File: src/rtl/if_fetch_pkg.sv
// Constants shared by the instruction-fetch front end: stall-request levels,
// stall-vector bit positions, the NOP encoding and the default reset PC.
package if_fetch_pkg;

  localparam logic STOP   = 1'b1;
  localparam logic NOSTOP = 1'b0;

  localparam int STALL_PC = 0;
  localparam int STALL_IF = 1;

  localparam logic [31:0] NOP_INST         = 32'h0000_0013;
  localparam logic [31:0] RESET_PC_DEFAULT = 32'h0000_0000;

endpackage

File: src/rtl/if_fetch.sv
// Instruction-fetch front end: owns the PC, keeps one request outstanding to
// the instruction ROM and buffers one fetched instruction for IF_ID.
module if_fetch
  import if_fetch_pkg::*;
#(
  parameter int                ADDR_W   = 32,
  parameter logic [ADDR_W-1:0] RESET_PC = ADDR_W'(RESET_PC_DEFAULT)
) (
  input  logic              clk_i,
  input  logic              rst_i,
  input  logic [5:0]        stall_i,
  input  logic              branch_flag_i,
  input  logic [ADDR_W-1:0] branch_target_i,
  output logic              rom_req_o,
  output logic [ADDR_W-1:0] rom_addr_o,
  input  logic              rom_ack_i,
  input  logic [31:0]       rom_data_i,
  output logic [31:0]       inst_o,
  output logic [ADDR_W-1:0] pc_o,
  output logic              inst_valid_o,
  output logic              stallreq_from_if_o,
  output logic [1:0]        state_o
);

  typedef enum logic [1:0] {
    IDLE = 2'd0,
    WAIT = 2'd1,
    FULL = 2'd2
  } fetch_state_e;

  fetch_state_e      state;
  logic [ADDR_W-1:0] fetch_pc;
  logic              kill;

  logic [ADDR_W-1:0] target;
  logic [ADDR_W-1:0] pc_plus4;
  logic              consume;
  logic              unused_bits;

  // ROM handshake: rom_req_o rises with rom_addr_o and both stay frozen until
  // the cycle rom_ack_i=1, which retires the request; at most one is in flight.
  // IF_ID side: inst_valid_o is the valid, !stall_i[STALL_IF] is the ready.
  assign target      = {branch_target_i[ADDR_W-1:2], 2'b00};
  assign pc_plus4    = rom_addr_o + ADDR_W'(4);
  assign consume     = inst_valid_o && !stall_i[STALL_IF];
  assign unused_bits = ^{stall_i[5:2], branch_target_i[1:0]};

  assign stallreq_from_if_o = inst_valid_o ? NOSTOP : STOP;
  assign state_o            = state;

  always_ff @(posedge clk_i or posedge rst_i) begin
    if (rst_i) begin
      state        <= IDLE;
      rom_req_o    <= 1'b0;
      rom_addr_o   <= RESET_PC;
      inst_o       <= NOP_INST;
      pc_o         <= RESET_PC;
      inst_valid_o <= 1'b0;
      fetch_pc     <= RESET_PC;
      kill         <= 1'b0;
    end else begin
      case (state)
        IDLE: begin
          if (branch_flag_i) begin
            fetch_pc <= target;
          end else if (!stall_i[STALL_PC]) begin
            rom_req_o  <= 1'b1;
            rom_addr_o <= fetch_pc;
            state      <= WAIT;
          end
        end
        WAIT: begin
          if (rom_ack_i) begin
            rom_req_o <= 1'b0;
            kill      <= 1'b0;
            if (branch_flag_i) begin
              fetch_pc <= target;
              state    <= IDLE;
            end else if (kill) begin
              state <= IDLE;
            end else begin
              inst_o       <= rom_data_i;
              pc_o         <= rom_addr_o;
              inst_valid_o <= 1'b1;
              fetch_pc     <= pc_plus4;
              state        <= FULL;
            end
          end else if (branch_flag_i) begin
            // The request cannot be withdrawn; its data is dropped on arrival.
            kill     <= 1'b1;
            fetch_pc <= target;
          end
        end
        FULL: begin
          if (branch_flag_i) begin
            inst_valid_o <= 1'b0;
            fetch_pc     <= target;
            state        <= IDLE;
          end else if (consume) begin
            inst_valid_o <= 1'b0;
            if (!stall_i[STALL_PC]) begin
              rom_req_o  <= 1'b1;
              rom_addr_o <= fetch_pc;
              state      <= WAIT;
            end else begin
              state <= IDLE;
            end
          end
        end
        default: state <= IDLE;
      endcase
    end
  end

endmodule

File: config.mk
export PLATFORM = sky130hd
export DESIGN_NAME = if_fetch
export DESIGN_NICKNAME = d
export VERILOG_FILES = /design/src/rtl/if_fetch_pkg.sv /design/src/rtl/if_fetch.sv
export SDC_FILE = /design/constraint.sdc
export NUM_CORES = 1
export LEC_CHECK = 0
export BUFFER_PORTS_ARGS = -buffer_cell sky130_fd_sc_hd__buf_2
export CAP_MARGIN = 25
export CORE_UTILIZATION = 30
export CTS_BUF_LIST = sky130_fd_sc_hd__clkbuf_8 sky130_fd_sc_hd__clkbuf_16
export DETAILED_ROUTE_END_ITERATION = 8
export HOLD_SLACK_MARGIN = 0.1
export SLEW_MARGIN = 20
export SYNTH_ARGS = -nofsm -noshare
export SYNTH_HDL_FRONTEND = slang
export SYNTH_SLANG_ARGS = --single-unit
File: constraint.sdc
create_clock -name clk_i -period 5.2 [get_ports clk_i]
set_input_delay 0.26 -clock clk_i [delete_from_list [all_inputs] [get_ports clk_i]]
set_output_delay 0.26 -clock clk_i [all_outputs]
set_load 0.02 [all_outputs]
* Word level (Yosys, flattened, before mapping)
Index checks and enable logic that the tools add are counted.
W data, S select, Z words.
** Word-level totals
- Bits in latches :: 0
- Output and inout port bits :: 101
- Memory bits (read-only) :: 0
- Bits in writable memories :: 0
- Flip-flop bits (word level) :: 133
- Memories kept :: 0
** Operators by class
- $mul :: 0
- Equality and inequality tests :: 11
- $lt $le $gt $ge :: 0
- Div/mod/pow operators :: 0
- Reduce and logical (&&, ||, !) cells :: 16
- Mux-type cells :: 34
- Bitwise logic cells :: 2
- $add $sub $neg :: 1
- Shift operators :: 0
** Operators by type and width (number)
- $mux W32 :: 8
- $pmux W32 S2 :: 2
- $add A32 B3 Y32 const B :: 1
- $mux W1 :: 14
- $mux W2 :: 7
- $ne A2 B2 Y1 const B :: 7
- $reduce_and A4 Y1 :: 3
- $reduce_and A5 Y1 :: 2
- $reduce_bool A2 Y1 :: 4
- $pmux W2 S3 :: 1
- $ne A4 B4 Y1 const B :: 1
- $reduce_and A2 Y1 :: 2
- $ne A3 B3 Y1 const B :: 1
- $pmux W1 S3 :: 1
- $reduce_bool A3 Y1 :: 1
- $eq A2 B1 Y1 const B :: 1
- $eq A2 B2 Y1 const B :: 1
- $logic_not A2 Y1 :: 1
- $not A1 Y1 :: 2
- $pmux W1 S2 :: 1
- $reduce_or A2 Y1 :: 1
- $logic_and A1 B1 Y1 :: 1
- $logic_not A1 Y1 :: 1

* Logic depth before layout (Yosys ltp)
Gate-level depths: netlist (run 1).
- Depth in word-level cells :: 5
- Depth in mapped cells :: 8
- Gate-level depth less buffers :: 6

* Worst setup path before layout (run 1)
Ideal clock, no wire load.
- Path kind :: register -> register
- Start point :: register rom_addr_o[2]
- End point :: register fetch_pc[28]
- Path buffers :: 0
- Arrival :: 1859 ps
- Stages on the path, launching flop included :: 7
- Slack :: 3264 ps
- Library setup time :: 77 ps
- Path through :: dfrtp_1 -> ha_1 -> nand3_1 -> nor4_4 -> nand4_1 -> xor2_1 -> a21oi_1
** Between the ends
- Word-level cells in the longest chain between the ends :: 5
** RTL lines
- from (decl) :: RTL line if_fetch.sv:15 : output logic [ADDR_W-1:0] rom_addr_o,
- from (signal assigned) :: RTL line if_fetch.sv:68 : rom_addr_o <= fetch_pc;
- from (signal assigned) :: RTL line if_fetch.sv:103 : rom_addr_o <= fetch_pc;
- $add A32 B3 Y32 :: RTL line if_fetch.sv:44 : assign pc_plus4 = rom_addr_o + ADDR_W'(4);
- $mux W32 :: RTL line if_fetch.sv:79 : end else if (kill) begin
- $mux W32 :: RTL line if_fetch.sv:76 : if (branch_flag_i) begin
- $mux W32 :: RTL line if_fetch.sv:73 : if (rom_ack_i) begin
- $pmux W32 S2 :: RTL line if_fetch.sv:62 : case (state)
- to (signal assigned) :: RTL line if_fetch.sv:65 : fetch_pc <= target;
- to (signal assigned) :: RTL line if_fetch.sv:77 : fetch_pc <= target;
- to (signal assigned) :: RTL line if_fetch.sv:85 : fetch_pc <= pc_plus4;
- to (decl) :: RTL line if_fetch.sv:32 : logic [ADDR_W-1:0] fetch_pc;
No other way between the ends. The select of a mux whose other input is x is not followed.
A chain may end at the register's enable or synchronous reset.

* Final worst setup path (run 1)
- Start point :: register state[0] (netlist: state_o[0])
- End point :: register fetch_pc[25]
** Between the ends
- Word-level cells in the longest chain between the ends :: 4
- Elaborated cells on any way between the ends :: 8
- Those cells by class :: eq/ne (3); mux (1); reduce/logical (4)
** RTL lines
- from (decl) :: RTL line if_fetch.sv:31 : fetch_state_e state;
- from (signal assigned) :: RTL line if_fetch.sv:53 : state <= IDLE;
- from (signal assigned) :: RTL line if_fetch.sv:69 : state <= WAIT;
- from (signal assigned) :: RTL line if_fetch.sv:78 : state <= IDLE;
- $eq A2 B2 Y1 or $logic_not A2 Y1 (tied branches) :: RTL line if_fetch.sv:62
- $reduce_or A2 Y1 (no line)
- $reduce_bool A2 Y1 (no line)
- $reduce_and A2 Y1 (no line)
Parallel ways exist; a longest one is shown, timed or not.

==> impl_metrics.env, run 1 <==
export IMPL_status="complete, no violations"
export IMPL_cellPowerDensity_mw_per_mm2=590
export IMPL_dr_first_iter_drc_count=177
export IMPL_gp_congestion=0.741
export IMPL_drv_cap=0
export IMPL_drc=0
export IMPL_holdWs_ns=0.124
export IMPL_pwr_share_clk=0.254
export IMPL_worst_endpoint_arrival_ns=2.84
export IMPL_ir_drop_v=0.000213
export IMPL_slew_violations=0
export IMPL_wl_per_cell_um=15.2
export IMPL_ys_warn_count=0
export IMPL_path_max_fanout=48
export IMPL_netSwitchingFraction=0.403
export IMPL_ant_nets=0
export IMPL_timing_fmax_ghz=0.400
export IMPL_hpwl_um=9930
export IMPL_crit_type="reg2reg"
export IMPL_insertion_delay_ns=0.41
export IMPL_leakagePower_uw=0.00385
export IMPL_wl_um=15700
export IMPL_rr_startpoint="state_o[0]$_DFFE_PP0P_"
export IMPL_area_delta_synth_final_pct=37.4
export IMPL_max_stage_delay_ns=0.59
export IMPL_ys_seq_elements=133
export IMPL_rr_endpoint="fetch_pc[25]$_DFFE_PP0P_"
export IMPL_vias_per_cell=4.66
export IMPL_diodes=0
export IMPL_ys_types=47
export IMPL_ioPinCount=175
export IMPL_p_sw_uw=1870
export IMPL_seq_area_frac_synth=0.582
export IMPL_max_slew_margin=0.349
export IMPL_crit_start="state_o[0]$_DFFE_PP0P_"
export IMPL_grt_max_degree=82
export IMPL_synthesis_nets=650
export IMPL_top_layer_used="met4"
export IMPL_start_util=0.306
export IMPL_gr_total_overflow=0
export IMPL_post_cts_resized=0
export IMPL_seqPwrFrac=0.398
export IMPL_portBuffers=168
export IMPL_period_needed_ns=2.50
export IMPL_synth_cells=575
export IMPL_root_buffer="clkbuf_16"
export IMPL_reg2reg_depth=6
export IMPL_nNetsFinal=863
export IMPL_wl_met1_um=7440
export IMPL_cts_buffers=17
export IMPL_std_cell_rows=50
export IMPL_synth_edff_count=0
export IMPL_antenna_found_initial=0
export IMPL_synthArstFlopShare=1.00
export IMPL_power_frac_comb=0.347
export IMPL_synth_ff_type="dfrtp_1"
export IMPL_clkSinkCount=133
export IMPL_worst_pin_slew_ns=0.976
export IMPL_crit_path_cell_trace="nor2b_2 > nand2_1 > nor2_4 > buf_4 > o211ai_1 > nand3_1"
export IMPL_cts_setup_buffers=0
export IMPL_clkSlewWorstSetupHoldPaths_ns=0.06
export IMPL_drive_gt1_frac=0.311
export IMPL_power_uw=4640
export IMPL_vias=4821
export IMPL_wl_met2_um=7590
export IMPL_hold_violations=0
export IMPL_hold_class="in2reg"
export IMPL_fp_dieW_um=140
export IMPL_grt_pass1_vias=4770
export IMPL_cts_tree="yes"
export IMPL_startpoint_type="flip-flop"
export IMPL_clock_path_buffers=2
export IMPL_first_pass_iters=4
export IMPL_final_setup_tns_ns=0
export IMPL_htree_levels=4
export IMPL_coreArea_mm2=0.0187
export IMPL_cp_slowest_cell="buf_4"
export IMPL_crit_path_end_kind="flip-flop"
export IMPL_die_y_um=140
export IMPL_crit_path_end="fetch_pc[25]$_DFFE_PP0P_"
export IMPL_met3_length_um=548
export IMPL_rrSetupSlack_ns=2.70
export IMPL_finalSetupViolations=0
export IMPL_die_area_mm2=0.0196
export IMPL_grt_usage=0.168
export IMPL_syn_cell_area_mm2=0.00572
export IMPL_rsz0062_at_grt="no"
export IMPL_cp_required_ns=5.54
export IMPL_synth_area_per_cell_um2=9.95
export IMPL_grt_pass1_wl_um=25300
export IMPL_worst_clock_skew_ns=0.00782
export IMPL_fin_crit_sh=0.481
export IMPL_p_int_uw=2770
sequential cells by signal (all words and copies together) (netlist names):
| signal | count |
|---|---|
| pc_o | 32 |
| inst_o | 32 |
| rom_req_o | 1 |
| inst_valid_o | 1 |
| fetch_pc | 32 |
| rom_addr_o | 32 |
| kill | 1 |
| state_o | 2 |
through the flow:
step	area [um2]	cells	util	setup slack, ns
floorplan	5720	575	-	1.39
global placement	6790	954	0.363	2.68
detailed placement	6790	954	0.363	2.64
CTS	7870	1035	0.420	2.62
global route	7870	1035	0.420	2.44
finish	7870	1035	0.420	2.70
final cells by class:
type | count | area, um2
fill | 1857 | 10800
clock inverter | 15 | 158
sequential | 133 | 3330
tap | 234 | 293
multi-input combinational | 406 | 2250
timing repair buffer | 222 | 1370
clock buffer | 17 | 425
inverter | 8 | 35.0
Yosys cell counts, types with 7 or more instances:
cell,count,area share
o21ai_0,25,0.022
nand2_1,207,0.14
nor2_1,14,0.0092
a22oi_1,15,0.020
inv_1,7,0.0046
o22ai_1,13,0.014
dfrtp_1,130,0.57
a21oi_1,20,0.017
nand3_1,8,0.0070
xnor2_1,8,0.012
buf_2,9,0.0079
xor2_1,18,0.028
mux2_2,28,0.055
clkbuf_1,13,0.0085
nand4_1,12,0.013
cells by family (layout without fill, tap and decap cells):
group | Yosys count | count (layout) | share of synthesized area
adders and majority gates | 1 | 1 | 0.00219
muxes | 29 | 29 | 0.0571
xor gates and xnor gates | 26 | 26 | 0.0398
DFF | 133 | 133 | 0.582
and+or+nand+nor | 264 | 264 | 0.201
AOI/OAI and AO/OA | 86 | 86 | 0.0916
buffers and inverters | 36 | 262 | 0.0258
critical path, delay by kind of cell (launching register included):
kind,cells,cell delay (ns)
DFF,1,0.57
buffers and inverters,1,0.59
and+or+nand+nor,4,1.10
AOI/OAI and AO/OA,1,0.16
power by group through the flow:
stage	clock, uW	combinational [uW]	sequential, uW
final	1180	1610	1850
after global routing	1260	1760	1920
after CTS	1220	1630	1850
after detailed placement	0	1600	1870
after global placement	0	1580	1850
after floorplan	0	626	2230
how the worst min path moves through the flow:
stage | from | end | cells after the start
6_report | branch_target_i[14] | fetch_pc[14]$_DFFE_PP0P_ | 3
4_1_cts | branch_target_i[14] | fetch_pc[14]$_DFFE_PP0P_ | 3
3_3_place_gp | rst_i | pc_o[22]$_DFFE_PP0P_ | 2
2_1_floorplan | rom_data_i[0] | inst_o[0]$_DFFE_PP1P_ | 2
3_5_place_dp | rst_i | pc_o[22]$_DFFE_PP0P_ | 2
5_1_grt | branch_target_i[13] | fetch_pc[13]$_DFFE_PP0P_ | 3
per-layer routing:
| layer | vias to the layer above | track usage |
|---|---|---|
| met3 | 8 | 0.0383 |
| met2 | 111 | 0.277 |
| li1 | 2359 | - |
| met1 | 2343 | 0.219 |
| met4 | 0 | 0.0492 |
| met5 | - | 0 |
what timing repair did:
action	CTS	global route
hold buffers	49	0
hold endpoints to repair	119	0
setup endpoints to repair	0	0
cell usage in the layout, fill, tap and decap left out, drive strengths merged:
master	instances
or2	3
a31oi	2
nor3	5
or3	1
a211oi	1
buf	173
and4	1
or4	1
and3	2
o2bb2ai	2
o221ai	1
xor2	18
clkinvlp	4
o21ai	26
a21boi	2
clkinv	8
nand2	208
nor4	3
dfstp	3
nor2	14
ha	1
nand3	8
dfrtp	130
a21oi	21
o22ai	13
nand2b	1
mux2	29
clkbuf	17
inv	9
o21a	1
xnor2	8
nor2b	3
bufinv	2
o31ai	1
and2	1
a22oi	15
o211ai	1
dlygate4sd3	49
nand4	13
(Power assumes the default switching activity.)
==> inputs of run 2 (changes only) <==
--- a/config.mk
+++ b/config.mk
@@ -5,6 +5,7 @@
 export SDC_FILE = /design/constraint.sdc
 export NUM_CORES = 1
 export LEC_CHECK = 0
+export ABC_AREA = 1
 export BUFFER_PORTS_ARGS = -buffer_cell sky130_fd_sc_hd__buf_2
 export CAP_MARGIN = 25
 export CORE_UTILIZATION = 30
==> constraint.sdc (replaced) <==
create_clock -name clk_i -period 2.2 [get_ports clk_i]
set_input_delay 0.11 -clock clk_i [delete_from_list [all_inputs] [get_ports clk_i]]
set_output_delay 0.11 -clock clk_i [all_outputs]
set_load 0.02 [all_outputs]
==> run 2 against run 1 <==
Count of clock-buffer cells in the layout up 1. Synthesized area up 13%. Total power up 140%. Clock skew up 0.011 ns. Global-route usage up 1.9 points. Flip-flop and latch count unchanged. Non-clock buffer count up 26. Wire length up 28%. Sequential power up 120%. Critical path depth up 2. Final area up 14%. Largest cell class unchanged.
==> impl_metrics.env, run 2 <==
export IMPL_ys_seq_elements=133
export IMPL_portBuffers=168
export IMPL_root_buffer="clkbuf_16"
export IMPL_syn_cell_area_mm2=0.00647
export IMPL_std_cell_rows=53
export IMPL_drive_gt1_frac=0.217
export IMPL_clkSinkCount=133
export IMPL_status="complete, no violations"
export IMPL_htree_levels=4
export IMPL_drc=0
export IMPL_worstHoldStart="branch_flag_i"
export IMPL_diodes=0
export IMPL_path_common_cell="nand2_4"
export IMPL_ys_types=35
export IMPL_reg2reg_depth=8
export IMPL_finalSetupViolations=0
export IMPL_cts_buffers=17
export IMPL_wl_per_cell_um=14.6
export IMPL_clkSlewWorstSetupHoldPaths_ns=0.07
export IMPL_clock_path_buffers=2
export IMPL_crit_path_cell_trace="nand2_4 > clkinv_4 > nand2_4 > o22ai_4 > nor2_4 > inv_1 > buf_4 > a22oi_2"
export IMPL_ioPinCount=175
export IMPL_synth_area_top_cells="dfrtp_1 (50%), nand2_1 (20%), o21ai_0 (5.4%)"
export IMPL_ys_warn_count=0
export IMPL_synthArstFlopShare=1.00
export IMPL_wl_um=20000
export IMPL_synth_top_area_frac=0.503
export IMPL_drv_cap=0
export IMPL_ctsHoldBuffers=63
export IMPL_ir_drop_v=0.000456
export IMPL_synth_area_per_cell_um2=7.62
export IMPL_cellPowerDensity_mw_per_mm2=1250
export IMPL_grt_usage=0.186
export IMPL_period_needed_ns=1.91
export IMPL_leakagePower_uw=0.00464
export IMPL_fin_crit_sh=0.869
export IMPL_max_stage_delay_ns=0.46
export IMPL_slew_violations=0
export IMPL_fp_dieW_um=149
export IMPL_grt_pass1_wl_um=31300
export IMPL_rr_startpoint="state_o[0]$_DFFE_PP0P_"
export IMPL_startpoint_type="flip-flop"
export IMPL_dr_first_iter_drc_count=383
export IMPL_yosys_area_top_type="dfrtp_1"
export IMPL_holdWs_ns=0.114
export IMPL_die_y_um=149
export IMPL_antenna_found_initial=0
export IMPL_cts_tree="yes"
export IMPL_mostFrequentLayoutCells="nand2_1 (346), buf_2 (168), dfrtp_1 (130), nor2_1 (85), o21ai_0 (70)"
export IMPL_timing_fmax_ghz=0.523
export IMPL_nNetsFinal=1158
export IMPL_hold_class="in2reg"
export IMPL_worst_clock_skew_ns=0.0191
export IMPL_hold_path_end="kill$_DFFE_PP0P_"
export IMPL_post_cts_resized=0
export IMPL_rsz0062_at_grt="no"
export IMPL_synth_common_cells="nand2_1 (348), dfrtp_1 (130), nor2_1 (85)"
export IMPL_max_slew_margin=0.604
export IMPL_worst_pin_slew_ns=0.594
export IMPL_cts_setup_buffers=0
export IMPL_vias=6187
export IMPL_coreArea_mm2=0.0211
export IMPL_final_common_cell="nand2_1"
export IMPL_area_delta_synth_final_pct=38.5
export IMPL_path_max_fanout=16
export IMPL_min_path_cells=3
export IMPL_rrSetupSlack_ns=0.29
export IMPL_gp_congestion=0.939
export IMPL_grt_pass1_vias=5826
export IMPL_first_pass_iters=4
export IMPL_die_area_mm2=0.0222
export IMPL_cp_top_family="simple AND/OR/NAND/NOR gates"
export IMPL_seq_area_frac_synth=0.515
export IMPL_synthesis_nets=924
export IMPL_fillers=2115
export IMPL_path_buf_inv=3
export IMPL_yosys_cell_count_top_type="nand2_1"
export IMPL_cp_slowest_cell="dfrtp_1"
export IMPL_synth_edff_count=0
export IMPL_final_setup_tns_ns=0
export IMPL_grt_max_degree=62
export IMPL_crit_path_end_kind="flip-flop"
export IMPL_start_util=0.307
export IMPL_insertion_delay_ns=0.43
export IMPL_cp_required_ns=2.55
export IMPL_gr_total_overflow=0
export IMPL_worst_endpoint_arrival_ns=2.26
export IMPL_hpwl_um=14600
export IMPL_synth_ff_type="dfrtp_1"
export IMPL_rr_endpoint="fetch_pc[7]$_DFFE_PP0P_"
export IMPL_vias_per_cell=4.51
export IMPL_crit_type="reg2reg"
export IMPL_hold_violations=0
export IMPL_crit_start="state_o[0]$_DFFE_PP0P_"
export IMPL_synth_cells=849
export IMPL_ant_nets=0
run 2: worst max-delay path by stage:
stage	to	slack [ns]	cells after the start
final	fetch_pc[7]$_DFFE_PP0P_	0.29	8
after global routing	fetch_pc[23]$_DFFE_PP0P_	0.11	10
after CTS	fetch_pc[7]$_DFFE_PP0P_	0.28	8
after detailed placement	fetch_pc[7]$_DFFE_PP0P_	0.30	8
after global placement	fetch_pc[7]$_DFFE_PP0P_	0.34	8
after floorplan	fetch_pc[0]$_DFFE_PP0P_	0.44	1
run 2: cell type report:
| type | instances | area [um2] | area share |
|---|---|---|---|
| Clock buffer | 18 | 439 | 0.0490 |
| Clock inverter | 14 | 231 | 0.0258 |
| Inverter | 66 | 259 | 0.0289 |
| Multi-Input combinational cell | 617 | 2710 | 0.302 |
| Sequential cell | 133 | 3330 | 0.372 |
| Tap cell | 275 | 344 | 0.0384 |
| Timing Repair Buffer | 248 | 1650 | 0.184 |
run 2: worst reg2reg max path: stages, from the launching register on:
cell and delay, ns:
dfrtp_1 0.46, nand2_4 0.21, clkinv_4 0.11, nand2_4 0.16, o22ai_4 0.16, nor2_4 0.25
inv_1 0.12, buf_4 0.19, a22oi_2 0.18
run 2: cell families after synthesis:
family,Yosys count,share of synthesized area
buffers and inverters,99,0.0677
and+or+nand+nor,474,0.288
xor gates and xnor gates,4,0.00541
DFF,133,0.515
adders and majority gates,1,0.00193
muxes,2,0.00348
AOI/OAI and AO/OA,136,0.118
run 2: layer usage:
metal | up-vias | GRT usage | wire length (um)
li1 | 3156 | - | -
met1 | 2810 | 0.256 | 9670
met2 | 192 | 0.283 | 8690
met3 | 29 | 0.0382 | 1110
met4 | 0 | 0.0811 | 541
met5 | - | 0 | 0
run 2: per-stage QoR:
step	util	std cells	setup WS [ns]	cell area [um2]	power, uW
2_1_floorplan	-	849	0.441	6470	6350
3_3_place_gp	0.363	1276	0.341	7660	7820
3_5_place_dp	0.363	1276	0.298	7660	7880
4_1_cts	0.425	1371	0.277	8960	11300
5_1_grt	0.425	1371	0.106	8960	11900
6_report	0.425	1371	0.288	8960	11200
run 2: power breakdown:
group	switching (uW)	leakage [uW]	total, uW	internal [uW]
Clock	1100	0.000333	3250	2150
Combinational	2570	0.00270	3880	1310
Sequential	678	0.00161	4030	3350
Total	4350	0.00464	11200	6810
==> inputs of run 3 (changes only) <==
--- a/config.mk
+++ b/config.mk
@@ -5,12 +5,14 @@
 export SDC_FILE = /design/constraint.sdc
 export NUM_CORES = 1
 export LEC_CHECK = 0
-export ABC_AREA = 1
+export ABC_AREA = 0
 export BUFFER_PORTS_ARGS = -buffer_cell sky130_fd_sc_hd__buf_2
 export CAP_MARGIN = 25
+export CORE_MARGIN = 2
 export CORE_UTILIZATION = 30
 export CTS_BUF_LIST = sky130_fd_sc_hd__clkbuf_8 sky130_fd_sc_hd__clkbuf_16
 export DETAILED_ROUTE_END_ITERATION = 8
+export GPL_TIMING_DRIVEN = 0
 export HOLD_SLACK_MARGIN = 0.1
 export SLEW_MARGIN = 20
 export SYNTH_ARGS = -nofsm -noshare
==> run 3 against run 2 <==
Maximum frequency is 7.0% lower. Via count is 19% lower. Largest power group unchanged. Global-route usage is 1.1 points lower. Critical endpoint is now rom_addr_o[28]$_DFFE_PP0P_.
==> impl_metrics.env, run 3 (synthesized netlist as in run 1, its figures left out) <==
export IMPL_worst_clock_skew_ns=0.0104
export IMPL_cellPowerDensity_mw_per_mm2=1340
export IMPL_portBuffers=167
export IMPL_grt_pass1_wl_um=26900
export IMPL_diodes=0
export IMPL_wl_um=17100
export IMPL_hold_violations=0
export IMPL_nNetsFinal=910
export IMPL_ir_drop_v=0.000649
export IMPL_slew_violations=0
export IMPL_finalSetupViolations=0
export IMPL_status="complete, no violations"
export IMPL_stdcell_count=1080
export IMPL_drv_cap=0
export IMPL_power_uw=10900
export IMPL_htree_levels=4
export IMPL_reg2reg_depth=4
export IMPL_crit_path_end_kind="flip-flop"
export IMPL_rsz0062_at_grt="no"
export IMPL_drive_gt1_frac=0.312
export IMPL_grt_usage=0.175
export IMPL_multi_input_area_mm2=0.00225
export IMPL_fp_dieW_um=142
export IMPL_std_cell_rows=50
export IMPL_final_common_cell="nand2_1"
export IMPL_vias_per_cell=4.63
export IMPL_crit_path_end="rom_addr_o[28]$_DFFE_PP0P_"
export IMPL_die_y_um=142
export IMPL_seq_area_mm2=0.00333
export IMPL_rr_endpoint="rom_addr_o[28]$_DFFE_PP0P_"
export IMPL_period_needed_ns=2.06
export IMPL_cts_tree="yes"
export IMPL_cp_required_ns=2.50
export IMPL_dp_cells=980
export IMPL_grt_pass1_vias=4967
export IMPL_leakagePower_uw=0.00405
export IMPL_dr_first_iter_drc_count=268
export IMPL_wl_per_cell_um=15.9
export IMPL_vias=5003
export IMPL_grt_max_degree=31
export IMPL_die_area_mm2=0.0202
export IMPL_root_buffer="clkbuf_16"
export IMPL_path_max_fanout=10
export IMPL_clkSinkCount=133
export IMPL_rr_startpoint="state_o[0]$_DFFE_PP0P_"
export IMPL_mostFrequentLayoutCells="nand2_1 (207), buf_2 (177), dfrtp_1 (129), dlygate4sd3_1 (68), mux2_2 (28)"
export IMPL_worst_endpoint_arrival_ns=2.35
export IMPL_ant_nets=0
export IMPL_start_util=0.306
export IMPL_crit_start="state_o[0]$_DFFE_PP0P_"
export IMPL_first_pass_iters=4
export IMPL_cts_buffers=17
export IMPL_drc=0
export IMPL_fillers=1842
export IMPL_worst_pin_slew_ns=0.690
export IMPL_clock_path_buffers=2
export IMPL_rrSetupSlack_ns=0.14
export IMPL_hold_class="in2async"
export IMPL_crit_type="reg2reg"
export IMPL_timing_fmax_ghz=0.486
export IMPL_ioPinCount=175
export IMPL_fin_crit_sh=0.935
export IMPL_startpoint_type="flip-flop"
export IMPL_hpwl_um=11900
export IMPL_gp_congestion=0.758
export IMPL_gr_total_overflow=0
export IMPL_coreArea_mm2=0.0187
export IMPL_clkSlewWorstSetupHoldPaths_ns=0.06
export IMPL_insertion_delay_ns=0.42
export IMPL_area_delta_synth_final_pct=43.1
export IMPL_max_slew_margin=0.536
export IMPL_antenna_found_initial=0
run 3: worst min path at each step:
| stage | from | end | slack [ns] | depth (start not counted) |
|---|---|---|---|---|
| after floorplan | rom_data_i[0] | inst_o[0]$_DFFE_PP1P_ | 0.19 | 2 |
| after global placement | rom_data_i[28] | inst_o[28]$_DFFE_PP0P_ | 0.30 | 3 |
| after detailed placement | rst_i | rom_addr_o[15]$_DFFE_PP0P_ | 0.20 | 2 |
| after CTS | rst_i | fetch_pc[19]$_DFFE_PP0P_ | 0.30 | 3 |
| after global routing | rst_i | fetch_pc[19]$_DFFE_PP0P_ | 0.34 | 3 |
| final | rst_i | rom_addr_o[15]$_DFFE_PP0P_ | 0.29 | 3 |
run 3: worst max-delay path, stage by stage, from the launching register on:
cell,delay (ns)
dfrtp_1,0.43
or3_1,0.46
a21oi_4,0.31
buf_2,0.36
mux2_2,0.37
run 3: power breakdown:
part,switching (uW),total (uW),internal [uW]
combinational,2480,3990,1510
sequential,883,4330,3450
clock,1020,2620,1600
run 3: per-layer routing:
| layer | track usage | wire length (um) |
|---|---|---|
| met5 | 0 | 0 |
| met3 | 0.0360 | 806 |
| met1 | 0.242 | 8240 |
| met4 | 0.0547 | 209 |
| met2 | 0.277 | 7880 |
run 3: metrics by stage:
stage | instance area, um2 | hold slack [ns] | utilization | setup TNS, ns | worst slack [ns]
2_1_floorplan | 5730 | 0.193 | - | 0 | 0.264
3_3_place_gp | 6860 | 0.300 | 0.366 | -73.34 | -0.569
3_5_place_dp | 6940 | 0.195 | 0.371 | -1.17 | -0.122
4_1_cts | 8160 | 0.300 | 0.436 | 0 | 0.0111
5_1_grt | 8190 | 0.342 | 0.438 | 0 | 0.00679
6_report | 8190 | 0.295 | 0.438 | 0 | 0.144
run 3: area by class of cell:
type                       count  area share
buffer                        28      0.0162
clock buffer                  20      0.0570
clock inverter                10     0.00856
inverter                       8     0.00413
multi-input combinational    406       0.274
sequential                   133       0.407
tap                          234      0.0358
timing repair buffer         241       0.197
run 3: what timing repair did:
item,in CTS,in global routing
pin swaps,1,1
endpoints found under the hold margin,85,0
hold buffers,68,0
setup buffers,0,2
resized for setup,3,16
endpoints found under the setup margin,18,60
